`config.mk`:
```
export PLATFORM = sky130hd
export DESIGN_NAME = turf_trig_merge
export DESIGN_NICKNAME = d
export VERILOG_FILES = /design/src/rtl/turf_trig_merge.sv
export SDC_FILE = /design/constraint.sdc
export NUM_CORES = 1
export LEC_CHECK = 0
export ABC_CLOCK_PERIOD_IN_PS = 2250
export CORE_ASPECT_RATIO = 1.75
export CORE_MARGIN = 5
export CORE_UTILIZATION = 28
export CTS_CLUSTER_SIZE = 16
export DETAILED_ROUTE_END_ITERATION = 10
export PLACE_DENSITY_LB_ADDON = 0.08
export SLEW_MARGIN = 15
export SYNTH_ARGS = -nofsm -noshare
export SYNTH_HDL_FRONTEND = slang
export SYNTH_SLANG_ARGS = --single-unit
```
`constraint.sdc`:
```
create_clock -name sysclk_i -period 2.25 [get_ports sysclk_i]
set_input_delay 0.3375 -clock sysclk_i [delete_from_list [all_inputs] [get_ports sysclk_i]]
set_output_delay 0.3375 -clock sysclk_i [all_outputs]
set_load 0.01 [all_outputs]
```
`src/rtl/turf_trig_merge.sv`:
```
// Merges the soft/PPS/external trigger streams: once per sysclk_phase window it picks
// one source by fixed priority and applies holdoff and mask. Drop counter: TRIG_MERGE_DROP_COUNT_EN.
module turf_trig_merge #(
  parameter int NSRC           = 3,
  parameter int CAPTURE_OFFSET = 4,
  parameter int SRC_BITS       = 2
) (
  input  logic                 sysclk_i,
  input  logic                 sysclk_rst_i,
  input  logic                 sysclk_phase_i,
  input  logic                 running_i,
  input  logic [NSRC-1:0]      src_mask_i,
  input  logic [15:0]          holdoff_i,
  input  logic [12*NSRC-1:0]   src_addr_i,
  input  logic [8*NSRC-1:0]    src_meta_i,
  input  logic [NSRC-1:0]      src_valid_i,
  output logic [11:0]          trig_addr_o,
  output logic [7:0]           trig_meta_o,
  output logic [SRC_BITS-1:0]  trig_src_o,
  output logic                 trig_valid_o,
  output logic [31:0]          trig_evnum_o,
  output logic                 busy_o,
  output logic [15:0]          drop_count_o
);

  // state | meaning
  // ARMED | hold_cnt == 0, the next capture may issue
  // HOLD  | hold_cnt > 0, captured candidates become drops
  typedef enum logic {ARMED, HOLD} hold_state_t;

  hold_state_t          state, state_nxt;
  logic [15:0]          hold_cnt, hold_nxt;
  logic [2:0]           phase_cnt;
  logic                 capture;
  logic [NSRC-1:0]      cand;
  logic [SRC_BITS-1:0]  win_idx;
  logic [11:0]          win_addr;
  logic [7:0]           win_meta;
  logic                 issue;
  logic [31:0]          evnum;
  logic                 trig_valid_q;

  always_ff @(posedge sysclk_i) begin
    if (sysclk_rst_i)        phase_cnt <= 3'd0;
    else if (sysclk_phase_i) phase_cnt <= 3'd1;
    else                     phase_cnt <= phase_cnt + 3'd1;
  end

  assign capture = (phase_cnt == 3'(CAPTURE_OFFSET));
  assign cand    = src_valid_i & ~src_mask_i;

  // Scan from the lowest priority upward so the lowest set index wins.
  always_comb begin
    win_idx  = '0;
    win_addr = '0;
    win_meta = '0;
    for (int i = NSRC - 1; i >= 0; i--) begin
      if (cand[i]) begin
        win_idx  = SRC_BITS'(i);
        win_addr = src_addr_i[12*i +: 12];
        win_meta = src_meta_i[8*i +: 8];
      end
    end
  end

  assign issue = capture && running_i && (cand != '0) && (state == ARMED);

  always_ff @(posedge sysclk_i) begin
    if (sysclk_rst_i) begin
      state    <= ARMED;
      hold_cnt <= '0;
    end else begin
      state    <= state_nxt;
      hold_cnt <= hold_nxt;
    end
  end

  always_comb begin
    hold_nxt  = hold_cnt;
    state_nxt = state;
    case (state)
      ARMED: begin
        if (running_i && issue && (holdoff_i != 16'd0)) begin
          hold_nxt  = holdoff_i;
          state_nxt = HOLD;
        end
      end
      HOLD: begin
        if (!running_i || (hold_cnt == 16'd1)) begin
          hold_nxt  = '0;
          state_nxt = ARMED;
        end else begin
          hold_nxt  = hold_cnt - 16'd1;
        end
      end
      default: begin
        hold_nxt  = '0;
        state_nxt = ARMED;
      end
    endcase
  end

  assign busy_o = (state == HOLD);

  always_ff @(posedge sysclk_i) begin
    if (sysclk_rst_i) begin
      trig_valid_q <= 1'b0;
      trig_addr_o  <= '0;
      trig_meta_o  <= '0;
      trig_src_o   <= '0;
      trig_evnum_o <= '0;
      evnum        <= '0;
    end else begin
      trig_valid_q <= issue;
      if (issue) begin
        trig_addr_o  <= win_addr;
        trig_meta_o  <= win_meta;
        trig_src_o   <= win_idx;
        trig_evnum_o <= evnum;
        evnum        <= evnum + 32'd1;
      end else if (!running_i) begin
        evnum        <= '0;
      end
    end
  end

  // A reset landing on the strobe cycle kills the strobe immediately.
  assign trig_valid_o = trig_valid_q & ~sysclk_rst_i;

`ifdef TRIG_MERGE_DROP_COUNT_EN
  localparam int PCW = $clog2(NSRC + 1);

  logic [PCW-1:0] cand_cnt;
  logic [PCW-1:0] drop_inc;
  logic [16:0]    drop_sum;
  logic [15:0]    drop_cnt;

  always_comb begin
    cand_cnt = '0;
    for (int i = 0; i < NSRC; i++) cand_cnt = cand_cnt + PCW'(cand[i]);
    drop_inc = '0;
    if (capture) drop_inc = issue ? (cand_cnt - PCW'(1)) : cand_cnt;
    drop_sum = {1'b0, drop_cnt} + 17'(drop_inc);
  end

  always_ff @(posedge sysclk_i) begin
    if (sysclk_rst_i)     drop_cnt <= '0;
    else if (drop_sum[16]) drop_cnt <= 16'hFFFF;
    else                   drop_cnt <= drop_sum[15:0];
  end

  assign drop_count_o = drop_cnt;
`else
  assign drop_count_o = 16'h0000;
`endif

endmodule

```
==> impl_results.md, run 1 <==
- Hold Path Class: input pin to register
- Starting density of the core: 28.5%
- Cells after Synth: 630
- Combinational Power Share: 9.2%
- Number of distinct library cells after synthesis: 55
- CTS Buf Count: 9
- CP required: 2520 ps
- Max Fclk: 472 MHz
- P_sw: 0.863 mW
- CTS tree: done
- Die width: 112 microns
- Site row count: 65
- Area of the multi-input gates: 2700 sq um
- Antenna Nets Post-Route: 0
- Tcrit/Tclk final: 94.1%
- Commonest register cell after synthesis: dfxtp_1
- Leakage Power: 2.56 nW
- Number of global-route vias before repair: 5,128
- Final net count: 869
- Clock root buffer: clkbuf_16
- Post-synth EDFFs: 0
- Mapped cell area: 5150 sq um
- First-pass GRT wire length: 26,600 microns
- Initial drt markers: 216
- Switching Fraction: 22.4%
- WL met2: 9460 microns
- Reg clk slew, reported paths: 70 ps
- Slew @ Worst Pin: 765 ps
- Fin. max-slew vios: 0
- RSZ-0062 raised after global routing: no
- Crit-path max cell delay: 450 ps
- Port Buffers: 141
- PD cells: 526 nW/um^2
- Metal-1 WL: 6080 microns
- Seq/Total Area, Yosys: 41.6%
- Seq cells post-synth: 107
- Util after Layout: 40.5%
- DRT Pass-1 Iters: 5
- Overflow after GRT: 0
- Wirelength per Cell: 16.4 microns
- Post-Layout Inst Area: 7320 sq um
- Via count: 5,178
- CP dominant cell by count: buf_4
- Clk pwr share: 41.4%
- Final Setup Violations: 0
- Area growth syn-to-layout: 42.2%
- Worst IR Drop VDD: 0.000305 V
- Hold Buf Count CTS: 0
- GRT Overall Usage: 15.4%
- Slowest cell on crit path: clkdlybuf4s50_1
- Synth warnings: 0
- Die Ht: 189 microns
- Critical path class: input pin to register
- Max H-tree Level: 3
- Slew HR: 48.9%
- CP Capture Type: register
- Tot Pwr: 3.85 mW
- Post-layout min period: 2120 ps
- Flip-flop and latch area: 2140 sq um
- Worst clock skew: 9.03 ps
- DR top layer: met4
- Fill count: 1,897
- # DRC: 0
- CP bufs+invs: 3
- Worst-Skew Late Latency: 350 ps
- Placed wire-length estimate: 12,600 microns
- Finished Layout Cells: 1,017
- CP Cell Sequence: clkdlybuf4s50_1 > nor2b_2 > buf_4 > o31a_4 > nand4_2 > buf_4 > or3_1 > a21oi_1
- Flop pwr share: 49.4%
- Critical path's top delay family: buffers and inverters
- Internal power: 2.98 mW
- Largest net degree at the start of global routing: 40
- Core box area: 18,100 sq um
- Antenna violations before repair: 1
- Post-Route WL: 16,700 microns
- Fraction of registers with async set/reset: 0%
- Final hold violation count: 0
- Commonest non-fill, non-tap cells in the layout: clkdlybuf4s50_1 (140), dfxtp_1 (107), nand2_1 (88)
- Max Cap Viol: 0
- Fraction of layout cells with a size suffix above 1: 9.72%
- RePlAce Congestion: 0.772
- Post-detailed-route via-to-cell ratio: 5.09
- Met3 routed WL: 677 microns
- Data arrival, critical path: 2390 ps
- Critical path startpoint category: input pin
- Clock Sinks: 107
- Most common cell after layout, fill and taps aside: clkdlybuf4s50_1
- Io pins: 158
- Clock Path Buffers: 2
- Syn Area/Cell: 8.17 sq um
- Die area: 21,300 sq um
- Placed Area: 7010 sq um
- Critical Path Fanout Max: 23
- Placed instance count: 1,001
- Setup TNS: 0 ps
- Status: completed
## metrics by stage
stage	hold WS [ps]	setup slack, ps
global route	391	7.62
finish	377	132
floorplan	413	428
detailed placement	446	-374
global placement	444	-345
CTS	370	6.97
## sequential cells by signal, summed over array words and instances, names as in the netlist
name	count
busy_o	1
evnum	32
hold_cnt	16
phase_cnt	3
trig_addr_o	12
trig_evnum_o	32
trig_meta_o	8
trig_src_o	2
trig_valid_q	1
## per-layer routing
metal	vias to the layer above	GRT usage (%)
met4	0	6.02
met2	126	30.4
met3	20	2.94
li1	2561	-
met1	2471	15.6
met5	-	0
## synth_stat cells, drive strengths merged, types with 13 or more instances
cell type    n  area share (%)
nand2       88             6.4
a222oi      20             3.9
nand4       13             2.2
a21oi       75             7.3
nor2        52             3.8
o21ai       13             1.3
inv         21             1.5
nand3       15             1.6
nor3        20             2.2
dfxtp      107              42
buf         35             4.3
a211oi      21             3.1
clkbuf      27             2.0
## worst reg2reg max path, stage by stage (launching register included)
cell     delay, ps
dfxtp_1        420
and4_1         280
and4_1         410
nand4_2        260
buf_4          230
o41ai_1        300
## power groups by stage
stage               Clock [mW]  Sequential (mW)  Combinational, mW
CTS                       1.65             1.90              0.354
global route              1.71             1.90              0.379
finish                    1.59             1.90              0.352
detailed placement           0             1.95              0.352
floorplan                    0             1.95              0.151
global placement             0             1.95              0.347
## area by class of cell
class	count	area share, %
tap	234	4.00
clock buffer	11	3.32
antenna	1	0.0342
inverter	21	1.08
multi-input combinational	455	36.9
sequential	107	29.3
clock inverter	4	0.701
timing repair buffer	184	24.7
## path summary, 6_finish.rpt
path / from / to / slack (ps) / cells past startpoint
setup reg to reg: evnum[8]$_SDFFE_PP0P_ / evnum[29]$_SDFFE_PP0P_ / 240 / 5
hold / removal: sysclk_rst_i / trig_evnum_o[19]$_SDFFE_PP0P_ / 380 / 2
hold reg to reg: trig_evnum_o[28]$_SDFFE_PP0P_ / trig_evnum_o[28]$_SDFFE_PP0P_ / 450 / 2
setup / recovery: src_valid_i[0] / evnum[25]$_SDFFE_PP0P_ / 130 / 8
## cell families (layout without fill, tap and decap cells)
group,count (synthesis),count (layout),synth area share (%)
AND/OR/NAND/NOR,247,247,24.7
adder cells (fa/ha/maj),5,5,1.22
AO/OA/AOI/OAI,172,172,21.9
XOR/XNOR,11,11,1.87
multiplexers,4,4,0.851
buffers and inverters,83,220,7.78
other,1,17,0.0729
flip-flops,107,107,41.6
## repair_timing
action,in CTS,in global routing
resized for setup,0,1
setup endpoints to repair,0,3
setup buffers,0,0
No activity file was read; power rests on OpenSTA's default activity.
==> run 2, diff against run 1 <==
Settings changed: TNS_END_PERCENT set to 20.
==> results of run 2 <==
Same layout as run 1: the final DEF is identical, and so are final timing and power.
